[config.mk]
export PLATFORM = sky130hd
export DESIGN_NAME = alu_share_arbiter
export DESIGN_NICKNAME = d
export VERILOG_FILES = /design/src/rtl/alu_share_arbiter.sv
export SDC_FILE = /design/constraint.sdc
export NUM_CORES = 1
export LEC_CHECK = 0
export CAP_MARGIN = 10
export CORE_UTILIZATION = 38
export DETAILED_ROUTE_END_ITERATION = 10
export PLACE_DENSITY = 0.77
export SLEW_MARGIN = 15
export SYNTH_ARGS = -nofsm -noshare
export SYNTH_HDL_FRONTEND = slang
export SYNTH_SLANG_ARGS = --single-unit
[constraint.sdc]
create_clock -name clk -period 2.1 [get_ports clk]
set_clock_uncertainty 0.2 [all_clocks]
set_input_delay 0.42 -clock clk [delete_from_list [all_inputs] [get_ports clk]]
set_output_delay 0.42 -clock clk [all_outputs]
set_load 0.05 [all_outputs]
[src/rtl/alu_share_arbiter.sv]
// Purpose : round-robin share of one combinational alu among NUM_REQ requesters; captures op/a/b, executes, holds result.
// Latency : grant cycle (IDLE) -> execute cycle (EXEC) -> rsp_valid from the following edge; min issue interval 3 cycles.
// Backpres: result is held in RESP until rsp_ready; no new grant is issued until the response is consumed.
//
// Ports:
//   clk, reset_n                 clock (rising edge), asynchronous active-low reset
//   req_valid/req_ready          per-requester request handshake (req_ready one-hot or zero)
//   req_op/req_a/req_b           packed per-requester opcode and operands, requester i at [i*W +: W]
//   alu_srca/alu_srcb/alu_op     drive the shared alu, held from the last capture
//   alu_result                   combinational result from the alu
//   rsp_valid/rsp_ready          response handshake; rsp_id/rsp_data hold owner index and result
//   busy                         any state other than IDLE
//   op_count                     completed responses, wraps
module alu_share_arbiter #(
    parameter int DATA_WIDTH    = 32,
    parameter int OPCODE_LENGTH = 4,
    parameter int NUM_REQ       = 2,
    parameter int CNT_WIDTH     = 16,
    localparam int IDW          = (NUM_REQ > 1) ? $clog2(NUM_REQ) : 1
) (
    input  logic                               clk,
    input  logic                               reset_n,
    input  logic [NUM_REQ-1:0]                 req_valid,
    output logic [NUM_REQ-1:0]                 req_ready,
    input  logic [NUM_REQ*OPCODE_LENGTH-1:0]   req_op,
    input  logic [NUM_REQ*DATA_WIDTH-1:0]      req_a,
    input  logic [NUM_REQ*DATA_WIDTH-1:0]      req_b,
    output logic [DATA_WIDTH-1:0]              alu_srca,
    output logic [DATA_WIDTH-1:0]              alu_srcb,
    output logic [OPCODE_LENGTH-1:0]           alu_op,
    input  logic [DATA_WIDTH-1:0]              alu_result,
    output logic                               rsp_valid,
    input  logic                               rsp_ready,
    output logic [IDW-1:0]                     rsp_id,
    output logic [DATA_WIDTH-1:0]              rsp_data,
    output logic                               busy,
    output logic [CNT_WIDTH-1:0]               op_count
);

    typedef enum logic [1:0] {IDLE, EXEC, RESP} state_t;

    state_t                   state_q, state_d;
    logic [IDW-1:0]           rr_ptr;
    logic [IDW-1:0]           gnt_q;
    logic [IDW-1:0]           gnt_idx;
    logic [IDW-1:0]           cand;
    logic [IDW-1:0]           ptr_nxt;
    logic                     gnt_vld;
    logic                     accept;
    logic                     exec_done;
    logic                     rsp_done;
    logic [NUM_REQ-1:0]       ready_c;

    // First valid requester scanning upward from rr_ptr, wrapping at NUM_REQ.
    always_comb begin
        gnt_vld = 1'b0;
        gnt_idx = '0;
        cand    = '0;
        for (int k = 0; k < NUM_REQ; k++) begin
            cand = IDW'((int'(rr_ptr) + k) % NUM_REQ);
            if (!gnt_vld && req_valid[cand]) begin
                gnt_vld = 1'b1;
                gnt_idx = cand;
            end
        end
    end

    assign ptr_nxt = (gnt_idx == IDW'(NUM_REQ - 1)) ? '0 : gnt_idx + IDW'(1);

    always_ff @(posedge clk or negedge reset_n) begin
        if (!reset_n) state_q <= IDLE;
        else          state_q <= state_d;
    end

    always_comb begin
        state_d   = state_q;
        ready_c   = '0;
        accept    = 1'b0;
        exec_done = 1'b0;
        rsp_done  = 1'b0;
        case (state_q)
            IDLE: begin
                if (gnt_vld) begin
                    ready_c[gnt_idx] = 1'b1;
                    accept           = 1'b1;
                    state_d          = EXEC;
                end
            end
            EXEC: begin
                exec_done = 1'b1;
                state_d   = RESP;
            end
            RESP: begin
                if (rsp_valid && rsp_ready) begin
                    rsp_done = 1'b1;
                    state_d  = IDLE;
                end
            end
            default: state_d = IDLE;
        endcase
    end

    // State sits at IDLE during reset, so the grant is masked to keep req_ready low while reset_n is asserted.
    assign req_ready = reset_n ? ready_c : '0;
    assign busy      = (state_q != IDLE);

    // Capture registers double as the alu drive, so the alu inputs only change on a new grant.
    always_ff @(posedge clk or negedge reset_n) begin
        if (!reset_n) begin
            rr_ptr    <= '0;
            gnt_q     <= '0;
            alu_srca  <= '0;
            alu_srcb  <= '0;
            alu_op    <= '0;
            rsp_valid <= 1'b0;
            rsp_id    <= '0;
            rsp_data  <= '0;
            op_count  <= '0;
        end else begin
            if (accept) begin
                rr_ptr   <= ptr_nxt;
                gnt_q    <= gnt_idx;
                alu_op   <= req_op[gnt_idx*OPCODE_LENGTH +: OPCODE_LENGTH];
                alu_srca <= req_a[gnt_idx*DATA_WIDTH +: DATA_WIDTH];
                alu_srcb <= req_b[gnt_idx*DATA_WIDTH +: DATA_WIDTH];
            end
            if (exec_done) begin
                rsp_data  <= alu_result;
                rsp_id    <= gnt_q;
                rsp_valid <= 1'b1;
            end
            if (rsp_done) begin
                rsp_valid <= 1'b0;
                op_count  <= op_count + CNT_WIDTH'(1);
            end
        end
    end

endmodule
* After elaboration in Yosys (flattened, before gate mapping)
Index checks and enable logic that the tools add are counted.
Word-level totals: register bits 122, input port bits 173, output and inout port bits 121, word-level logic and storage cells 56
Operators by class: $add $sub $neg 3, order comparisons 4, eq/ne operators 4, shift-type cells 3, multiplexer cells 24, reduce and logical (&&, ||, !) cells 8
Operator list (count):
- 64-bit by 7-bit indexed part select with 32-bit output | 2
- 1-bit two-way mux | 17
- 16-bit by 1-bit adder with 16-bit output (second input constant) | 1
- 2-bit two-way mux | 5
- 8-bit by 4-bit indexed part select with 4-bit output | 1
- 1-bit by 2-bit < comparator with 1-bit output (second input constant) | 3
- 2-bit case mux with 3 select lines | 1
- 2-bit != test (second input constant) | 2
- 2-bit nonzero test | 2
- 1-bit logical AND | 3
- 1-bit adder (second input constant) | 2
- 2-bit by 1-bit == test with 1-bit output (second input constant) | 1
- 2-bit == test (second input constant) | 1
- 2-bit logical NOT | 1
- 2-bit AND reduction | 1
- 1-bit demux with 1-bit select | 1
- 1-bit >= comparator (second input constant) | 1
- 1-bit logical NOT | 1

* Longest topological paths before layout
Gate-level depths: netlist of run 1.
word-level depth 13, gate-level depth with buffers 6, mapped depth without buffers 4

* Worst setup path after synthesis of run 1
Ideal clock, no wire load.
kind flip-flop to output port, start reg state_q[1], end out req_ready[1], data arrival time 1.701 ns, data required time 1.480 ns, path slack -0.221 ns, cell stages (with the launch flop) 7, buffers on the path 2, cell sequence dfrtp_1 nor2_1 inv_1 nor2_1 buf_2 buf_6 and2_1
On the way: cells in the longest elaborated chain, start to end 3
RTL lines:
- from (decl) | line 42 | state_t state_q, state_d;
- from (signal assigned) | line 72 | else state_q <= state_d;
- 2-bit logical NOT | line 81 | case (state_q)
- 2-bit two-way mux | line 81
- 2-bit two-way mux | line 104 | assign req_ready = reset_n ? ready_c : '0;
- to (decl) | line 24 | output logic [NUM_REQ-1:0] req_ready,
Every way passes these cells.

* Worst setup path in the final report of run 1
start reg state_q[0], end out req_ready[0]
The elaborated chain is that of the path after synthesis.

==> qor.yml, run 1 <==
grt_pass1_vias: 4598
fmax_mhz: 461.0
antenna_found_initial: 0
cts_sinks: 122
gr-total-overflow: 0
avgViaCountPerCell: 5.059
share_seq_of_total_power: 0.270
die_x_um: 118.6
drive_gt1_frac: 0.2843
synth_cells: 404
synth_edf_count: 0
cts_buffers: 17
cts_root_buffer: "clkbuf_16"
cts_buffer_depth: 2
p_sw_frac: 0.4661
ir_drop_uv: 877.4
intPower_mw: 8.127
end_kind: "output pin"
io_buffers: 293
p_leak_nw: 4.053
finalSetupViolCount: 2
first_iter_violations: 266
syn_area_mm2: 0.005162
area_growth_pct: 68.98
hold_path.class: "reg2reg"
rsz0062_at_grt: "true"
dr.pass1.iters: 7
hold_viol_final: 0
powerDensity_mw_per_mm2: 1745
clkPwrFrac: 0.184
htreeDepth: 4
core_mm2: 0.01324
synthDistinctLibCells: 27
wl_per_cell_um: 17.42
grt.total_usage: 0.2253
critPathMaxFanout: 5
num_vias: 4538
min_period_ns: 2.169
relSlewSlack: 0.4541
p_sw_mw: 7.094
drv_slew: 0
wl_um: 15620
dp_hpwl_um: 11420
max-cap-violations: 0
clk_pin_slew_worst_paths_ns: 0.05
worst_pin_slew_ns: 0.8189
avgSynthCellArea_um2: 12.78
die_area_mm2: 0.01406
seq_area_frac_synth: 0.5914
placed_cells: 862
outcome: "complete, but fails checks"
num_rows: 42
required_ns: 1.48
startpoint_type: "register"
postLayoutCellArea_mm2: 0.008723
holdWs_ns: 0.2734
synthesis.nets: 578
layout.nets: 883
grt_max_degree: 66
die_h_um: 118.6
final.setup.worst_slack_ns: -0.06927
synth_ff_type: "dfrtp_1"
antenna_cells: 0
fillers: 1025
pwr-share-comb: 0.545
initial_core_util: 0.3898
path_class: "reg2out"
gp_congestion: 0.8014
grt_pass1_wl_um: 24040
layout_commonest_cell: "clkdlybuf4s50_1"
async_flop_share: 1.000
ant_nets: 0
ys_warn_count: 0
period_share: 1.033
layout_common_cells: "169 x clkdlybuf4s50_1, 120 x buf_4, 119 x dfrtp_1"
clock_latency_ns: 0.41
critPathArrivalTime_ns: 1.55
violations: "negative setup slack"
fin_setup_tns_ns: -0.08766
ys_ff_latch: 122
io_pins: 294
cts_tree: "done"
power_mw: 15.22
instances_no_fill: 897
route.detailed.drc: 0
postPlaceCellArea_mm2: 0.008108
repair_timing:
action,in CTS,in global routing
buffers inserted,1,1
pin swaps,2,5
endpoints found under the setup margin,15,2
gates resized for setup,22,2
endpoints found under the hold margin,12,0
hold buffers,2,0
worst max-delay path, cell delays in order (launching register included):
cell	delay, ns
dfrtp_2	0.45
a2111oi_4	0.35
and2_4	0.21
buf_12	0.13
layer usage:
layer	track usage	part of all wire	vias to the layer above
li1	-	-	2069
met1	0.2530	0.38	2179
met2	0.3867	0.51	253
met3	0.07143	0.085	37
met4	0.1076	0.030	0
met5	0	0	-
sequential cells by signal, summed over array words and instances, names as in the netlist:
name,flops
alu_srcb,32
op_count,16
alu_op,4
rsp_valid,1
rr_ptr,1
rsp_data,32
alu_srca,32
rsp_id,1
gnt_q,1
state_q,2
worst paths after layout:
path                                           from                       end  slack, ns  cells after the start
hold reg to reg            op_count[15]$_DFFE_PN0P_  op_count[15]$_DFFE_PN0P_       0.27                      1
max in group asynchronous                   reset_n    state_q[0]$_DFFE_PN0P_       0.33                      3
min in group asynchronous                   reset_n  alu_srcb[23]$_DFFE_PN0P_       0.52                      3
hold / removal             op_count[15]$_DFFE_PN0P_  op_count[15]$_DFFE_PN0P_       0.27                      1
setup reg to reg                 rr_ptr$_DFFE_PN0P_  alu_srcb[28]$_DFFE_PN0P_       0.24                      5
setup / recovery             state_q[0]$_DFFE_PN0P_              req_ready[0]      -0.07                      3
final cells by class:
type | instances | area (µm²) | area share
multi-input combinational | 250 | 1979 | 0.2269
sequential | 122 | 3057 | 0.3504
inverter | 5 | 18.77 | 0.002151
timing repair buffer | 313 | 2870 | 0.3290
clock buffer | 19 | 452.9 | 0.05192
tap | 176 | 220.2 | 0.02524
clock inverter | 12 | 125.1 | 0.01434
cells by family after synthesis:
family / Yosys count / share of synthesized area
buffers and inverters: 32 / 0.03417
flip-flops: 122 / 0.5914
XOR/XNOR: 15 / 0.02545
adder cells (fa/ha/maj): 1 / 0.002423
AND/OR/NAND/NOR: 103 / 0.1069
multiplexers: 57 / 0.1188
AO/OA/AOI/OAI: 74 / 0.1209
power by group through the flow:
stage               clock [mW]  combinational [mW]  sequential [mW]
CTS                       2.87                8.33             4.12
finish                    2.81                8.30             4.12
global placement             0                8.23             4.11
global route              2.99                8.66             4.24
detailed placement           0                8.37             4.13
floorplan                    0                2.07             7.54
cells in the mapped netlist (4+ instances only):
cell        n  area [µm²]
dfrtp_1   122        3053
and2_1     47       294.0
a221o_1    45       450.4
mux2_2     34       382.9
nand2_1    29       108.9
o21ai_0    24       120.1
mux2i_1    23       230.2
buf_2      15       75.07
nor2_1     10       37.54
xor2_1      9       78.83
xnor2_1     6       52.55
clkbuf_1    5       18.77
nand4_1     5       31.28
buf_4       4       30.03
inv_1       4       15.01
stage by stage:
step | setup slack [ns] | util
detailed placement | -0.1663 | 0.6122
CTS | -0.1155 | 0.6578
floorplan | 0.0005643 | -
global placement | -0.1518 | 0.6122
global route | -0.1355 | 0.6587
finish | -0.06927 | 0.6587
Power figures use the tool's default switching activity.
==> inputs of run 2 (changes only) <==
Settings changed: CORE_ASPECT_RATIO set to 0.8, CORE_UTILIZATION 38 to 35, PLACE_DENSITY 0.77 to 0.74.
Clock period 2.1 ns to 1.8 ns, I/O delays scaled along.
==> run 2 against run 1 <==
Net effect:
- the flow still finishes with violations (negative setup slack)
- critical path depth unchanged
- global-route usage about the same
- die area increased by 8.4%
- setup slack got worse by 0.23 ns
- hold slack improved by 0.0036 ns
- first-iteration DRC count decreased by 33%
- sequential cell count unchanged
- cell count increased by 2.9%
- largest cell class is now buffers
- combinational power increased by 53%
- power increased by 42%
- cell area increased by 19%
- largest power group unchanged
==> qor.yml, run 2 (synthesized netlist as in run 1, its figures left out) <==
outcome: "complete, but fails checks"
violations: "negative setup slack"
die_h_um: 110.6
drv_slew: 0
io_pins: 294
holdWs_ns: 0.2769
layout_commonest_cell: "clkdlybuf4s50_1"
critPathMaxFanout: 3
hold_path_depth: 1
highest_layer: "met4"
gp_congestion: 0.8069
powerDensity_mw_per_mm2: 2095
path_class: "reg2out"
finalSetupViolCount: 47
die_x_um: 137.8
grt.total_usage: 0.2258
fmax_mhz: 476.4
dp_hpwl_um: 12110
cts_root_buffer: "clkbuf_16"
cts_tree: "done"
max-cap-violations: 0
clock_latency_ns: 0.41
num_vias: 4579
met1_length_um: 6533
hold_viol_final: 0
final.setup.worst_slack_ns: -0.2992
antenna_found_initial: 0
critPathArrivalTime_ns: 1.54
area_growth_pct: 100.3
antenna_cells: 0
wl_per_cell_um: 18.80
cts_buffers: 17
wl_um: 17350
rsz0062_at_grt: "true"
htreeDepth: 4
fin_setup_tns_ns: -2.848
p_leak_nw: 4.631
reg_top3: "alu_srca: 32 flops, alu_srcb: 32 flops, rsp_data: 32 flops"
layout_common_cells: "169 x clkdlybuf4s50_1, 116 x dfrtp_1, 104 x buf_12"
ant_nets: 0
end_kind: "output pin"
clk_pin_slew_worst_paths_ns: 0.05
required_ns: 1.24
met2_length_um: 8843
core_mm2: 0.01435
min_period_ns: 2.099
cts_sinks: 122
relSlewSlack: 0.6782
dr.pass1.iters: 4
avgViaCountPerCell: 4.961
power_mw: 21.66
grt_pass1_wl_um: 25650
grt_pass1_vias: 4891
grt_max_degree: 86
period_share: 1.166
cts_buffer_depth: 2
initial_core_util: 0.3598
die_area_mm2: 0.01524
gr-total-overflow: 0
first_iter_violations: 177
wl_met3_um: 1462
startpoint_type: "register"
worst_pin_slew_ns: 0.4828
io_buffers: 293
layout.nets: 900
route.detailed.drc: 0
num_rows: 39
hold_path.class: "reg2reg"
drive_gt1_frac: 0.3464
ir_drop_uv: 1480
reg2regPathDepth: 8
==> run 2: cell type report <==
| class | count | area (µm²) |
|---|---|---|
| Timing Repair Buffer | 330 | 4322 |
| Fill cell | 935 | 4004 |
| Sequential cell | 122 | 3060 |
| Multi-Input combinational cell | 250 | 2066 |
| Clock buffer | 19 | 452.9 |
| Tap cell | 184 | 230.2 |
| Clock inverter | 13 | 190.2 |
| Inverter | 5 | 21.27 |
==> run 2: layer usage <==
| layer | track usage | vias up |
|---|---|---|
| met3 | 0.08861 | 36 |
| li1 | - | 2105 |
| met4 | 0.09638 | 0 |
| met1 | 0.2491 | 2238 |
| met5 | 0 | - |
| met2 | 0.3812 | 200 |
==> run 2: critical path: stages, from the launching register on <==
cell	delay (ns)
dfrtp_2	0.46
a2111oi_4	0.32
and2_4	0.21
buf_12	0.13
==> run 2: path summary, 6_finish.rpt <==
path                                              from  slack [ns]                        to
max in group asynchronous                      reset_n        0.57  alu_srca[17]$_DFFE_PN0P_
min in group asynchronous                      reset_n        0.45   alu_srcb[5]$_DFFE_PN0P_
worst min-delay path                 gnt_q$_DFFE_PN0P_        0.28         gnt_q$_DFFE_PN0P_
worst max-delay path            state_q[0]$_DFFE_PN0P_       -0.30              req_ready[0]
worst min register to register       gnt_q$_DFFE_PN0P_        0.28         gnt_q$_DFFE_PN0P_
worst max register to register  state_q[1]$_DFFE_PN0P_       -0.20   op_count[5]$_DFFE_PN0P_
==> run 2: where the power goes <==
| group | internal [mW] | leakage (nW) | switching, mW |
|---|---|---|---|
| clock | 2.40 | 0.314 | 1.27 |
| sequential | 4.00 | 1.49 | 1.32 |
| combinational | 6.11 | 2.83 | 6.56 |
==> run 2: per-stage QoR <==
stage	util	setup slack, ns	area (µm²)	instances
2_1_floorplan	-	-0.04102	5191	404
3_3_place_gp	0.6522	-0.4664	9356	875
3_5_place_dp	0.6522	-0.5494	9356	875
4_1_cts	0.7016	-0.3477	10060	912
5_1_grt	0.7209	-0.3494	10340	923
6_report	0.7209	-0.2992	10340	923
==> run 2: repair_timing <==
action | CTS | global route
pin swaps | 3 | 14
gates cloned | 0 | 4
buffers inserted | 4 | 11
endpoints found under the hold margin | 122 | 0
hold buffers | 1 | 0
endpoints found under the setup margin | 48 | 66
gates resized for setup | 10 | 35
==> inputs of run 3 (changes only) <==
Settings changed: HOLD_SLACK_MARGIN set to 0.15, SKIP_CTS_REPAIR_TIMING set to 1, SKIP_LAST_GASP set to 1.
==> run 3 against run 2 <==
Net effect:
- the flow still finishes with violations (negative setup slack)
- hold slack lost 0.019 ns
- clock power is essentially flat
- sequential power is essentially flat
- die area is the same
- cell area shrank 2.4%
==> qor.yml, run 3 (synthesized netlist as in run 1, its figures left out) <==
pre_cts_ws_ns: -0.5494
num_rows: 39
ant_nets: 0
hold_path.class: "in2reg"
die_area_mm2: 0.01524
final.setup.worst_slack_ns: -0.3514
wl_per_cell_um: 17.93
cts_sinks: 122
drive_gt1_frac: 0.3265
htreeDepth: 4
wl_met3_um: 1531
grt_max_degree: 86
core_mm2: 0.01435
io_pins: 294
rsz0062_at_grt: "true"
gp_congestion: 0.8069
clock_latency_ns: 0.42
startpoint_type: "register"
violations: "negative setup slack"
grt_pass1_vias: 4843
path_class: "reg2out"
antenna_cells: 0
drv_slew: 0
p_leak_nw: 4.517
max-cap-violations: 0
avgViaCountPerCell: 4.912
die_x_um: 137.8
reg2regPathDepth: 7
route.detailed.drc: 0
antenna_found_initial: 0
initial_core_util: 0.3598
critPathMaxFanout: 3
fmax_mhz: 464.8
hold_path_depth: 4
cts_root_buffer: "clkbuf_16"
fillers: 965
io_buffers: 293
wl_um: 16370
layout_common_cells: "169 x clkdlybuf4s50_1, 116 x dfrtp_1, 103 x buf_12"
worst_pin_slew_ns: 0.4762
ir_drop_uv: 1480
reg_top3: "alu_srca: 32 flops, alu_srcb: 32 flops, rsp_data: 32 flops"
first_iter_violations: 168
outcome: "complete, but fails checks"
layout.nets: 890
powerDensity_mw_per_mm2: 2094
hold_viol_final: 0
met2_length_um: 8300
dr.pass1.iters: 4
die_h_um: 110.6
required_ns: 1.24
critPathArrivalTime_ns: 1.59
period_share: 1.195
layout_commonest_cell: "clkdlybuf4s50_1"
area_growth_pct: 95.61
num_vias: 4485
cts_buffer_depth: 2
gr-total-overflow: 0
clk_pin_slew_worst_paths_ns: 0.05
relSlewSlack: 0.6825
cts_buffers: 17
cts_tree: "done"
dp_hpwl_um: 12110
end_kind: "output pin"
min_period_ns: 2.151
fin_util: 0.7039
finalSetupViolCount: 12
highest_layer: "met4"
grt.total_usage: 0.2228
met1_length_um: 6070
grt_pass1_wl_um: 25330
## run 3: changes by cell type in the layout (fill, tap and decap cells not counted), sizes merged
cell,previous run,this run
buf,154,148
clkbuf,23,19
dlygate4sd2,2,0
dlymetal6s2s,0,2
## run 3: metal layers
metal  GRT usage  vias up
li1            -     2080
met1      0.2443     2168
met2      0.3759      203
met3     0.08861       34
met4     0.09783        0
met5           0        -
## run 3: critical path: stages, from the launching register on
cell       delay [ns]
dfrtp_1          0.42
a2111oi_4        0.41
and2_4           0.22
buf_12           0.13
## run 3: through the flow
step	instances	hold slack (ns)	TNS [ns]	area (µm²)	power (mW)
3_3_place_gp	875	0.2582	-28.36	9356	17.24
5_1_grt	913	0.2515	-6.195	10100	22.02
6_report	913	0.2580	-0.9753	10100	21.15
4_1_cts	907	-0.1710	-4.354	10000	21.26
2_1_floorplan	404	-0.1356	-0.04102	5191	11.26
3_5_place_dp	875	0.2709	-32.67	9356	17.50
## run 3: cell type report
cell class	instances	area, µm²	area share
well taps	184	230.2	0.02280
multi-input cells	250	2006	0.1986
clock inverters	13	190.2	0.01883
clock buffers	19	452.9	0.04485
repair buffers	320	4138	0.4097
inverters	5	21.27	0.002106
flip-flops and latches	122	3060	0.3031
## run 3: path summary, 6_finish.rpt
check                                        from                        to  slack, ns
setup / recovery               rr_ptr$_DFFE_PN0P_              req_ready[0]      -0.35
max in group asynchronous                 reset_n  alu_srca[17]$_DFFE_PN0P_       0.57
min in group asynchronous                 reset_n  alu_srca[23]$_DFFE_PN0P_       0.47
setup reg to reg           state_q[0]$_DFFE_PN0P_  op_count[11]$_DFFE_PN0P_      -0.07
hold / removal                       req_valid[0]        rr_ptr$_DFFE_PN0P_       0.26
hold reg to reg                 gnt_q$_DFFE_PN0P_         gnt_q$_DFFE_PN0P_       0.28
## run 3: power by group
| part | internal, mW | switching (mW) |
|---|---|---|
| Combinational | 5.80 | 6.37 |
| Clock | 2.40 | 1.27 |
| Sequential | 4.00 | 1.31 |
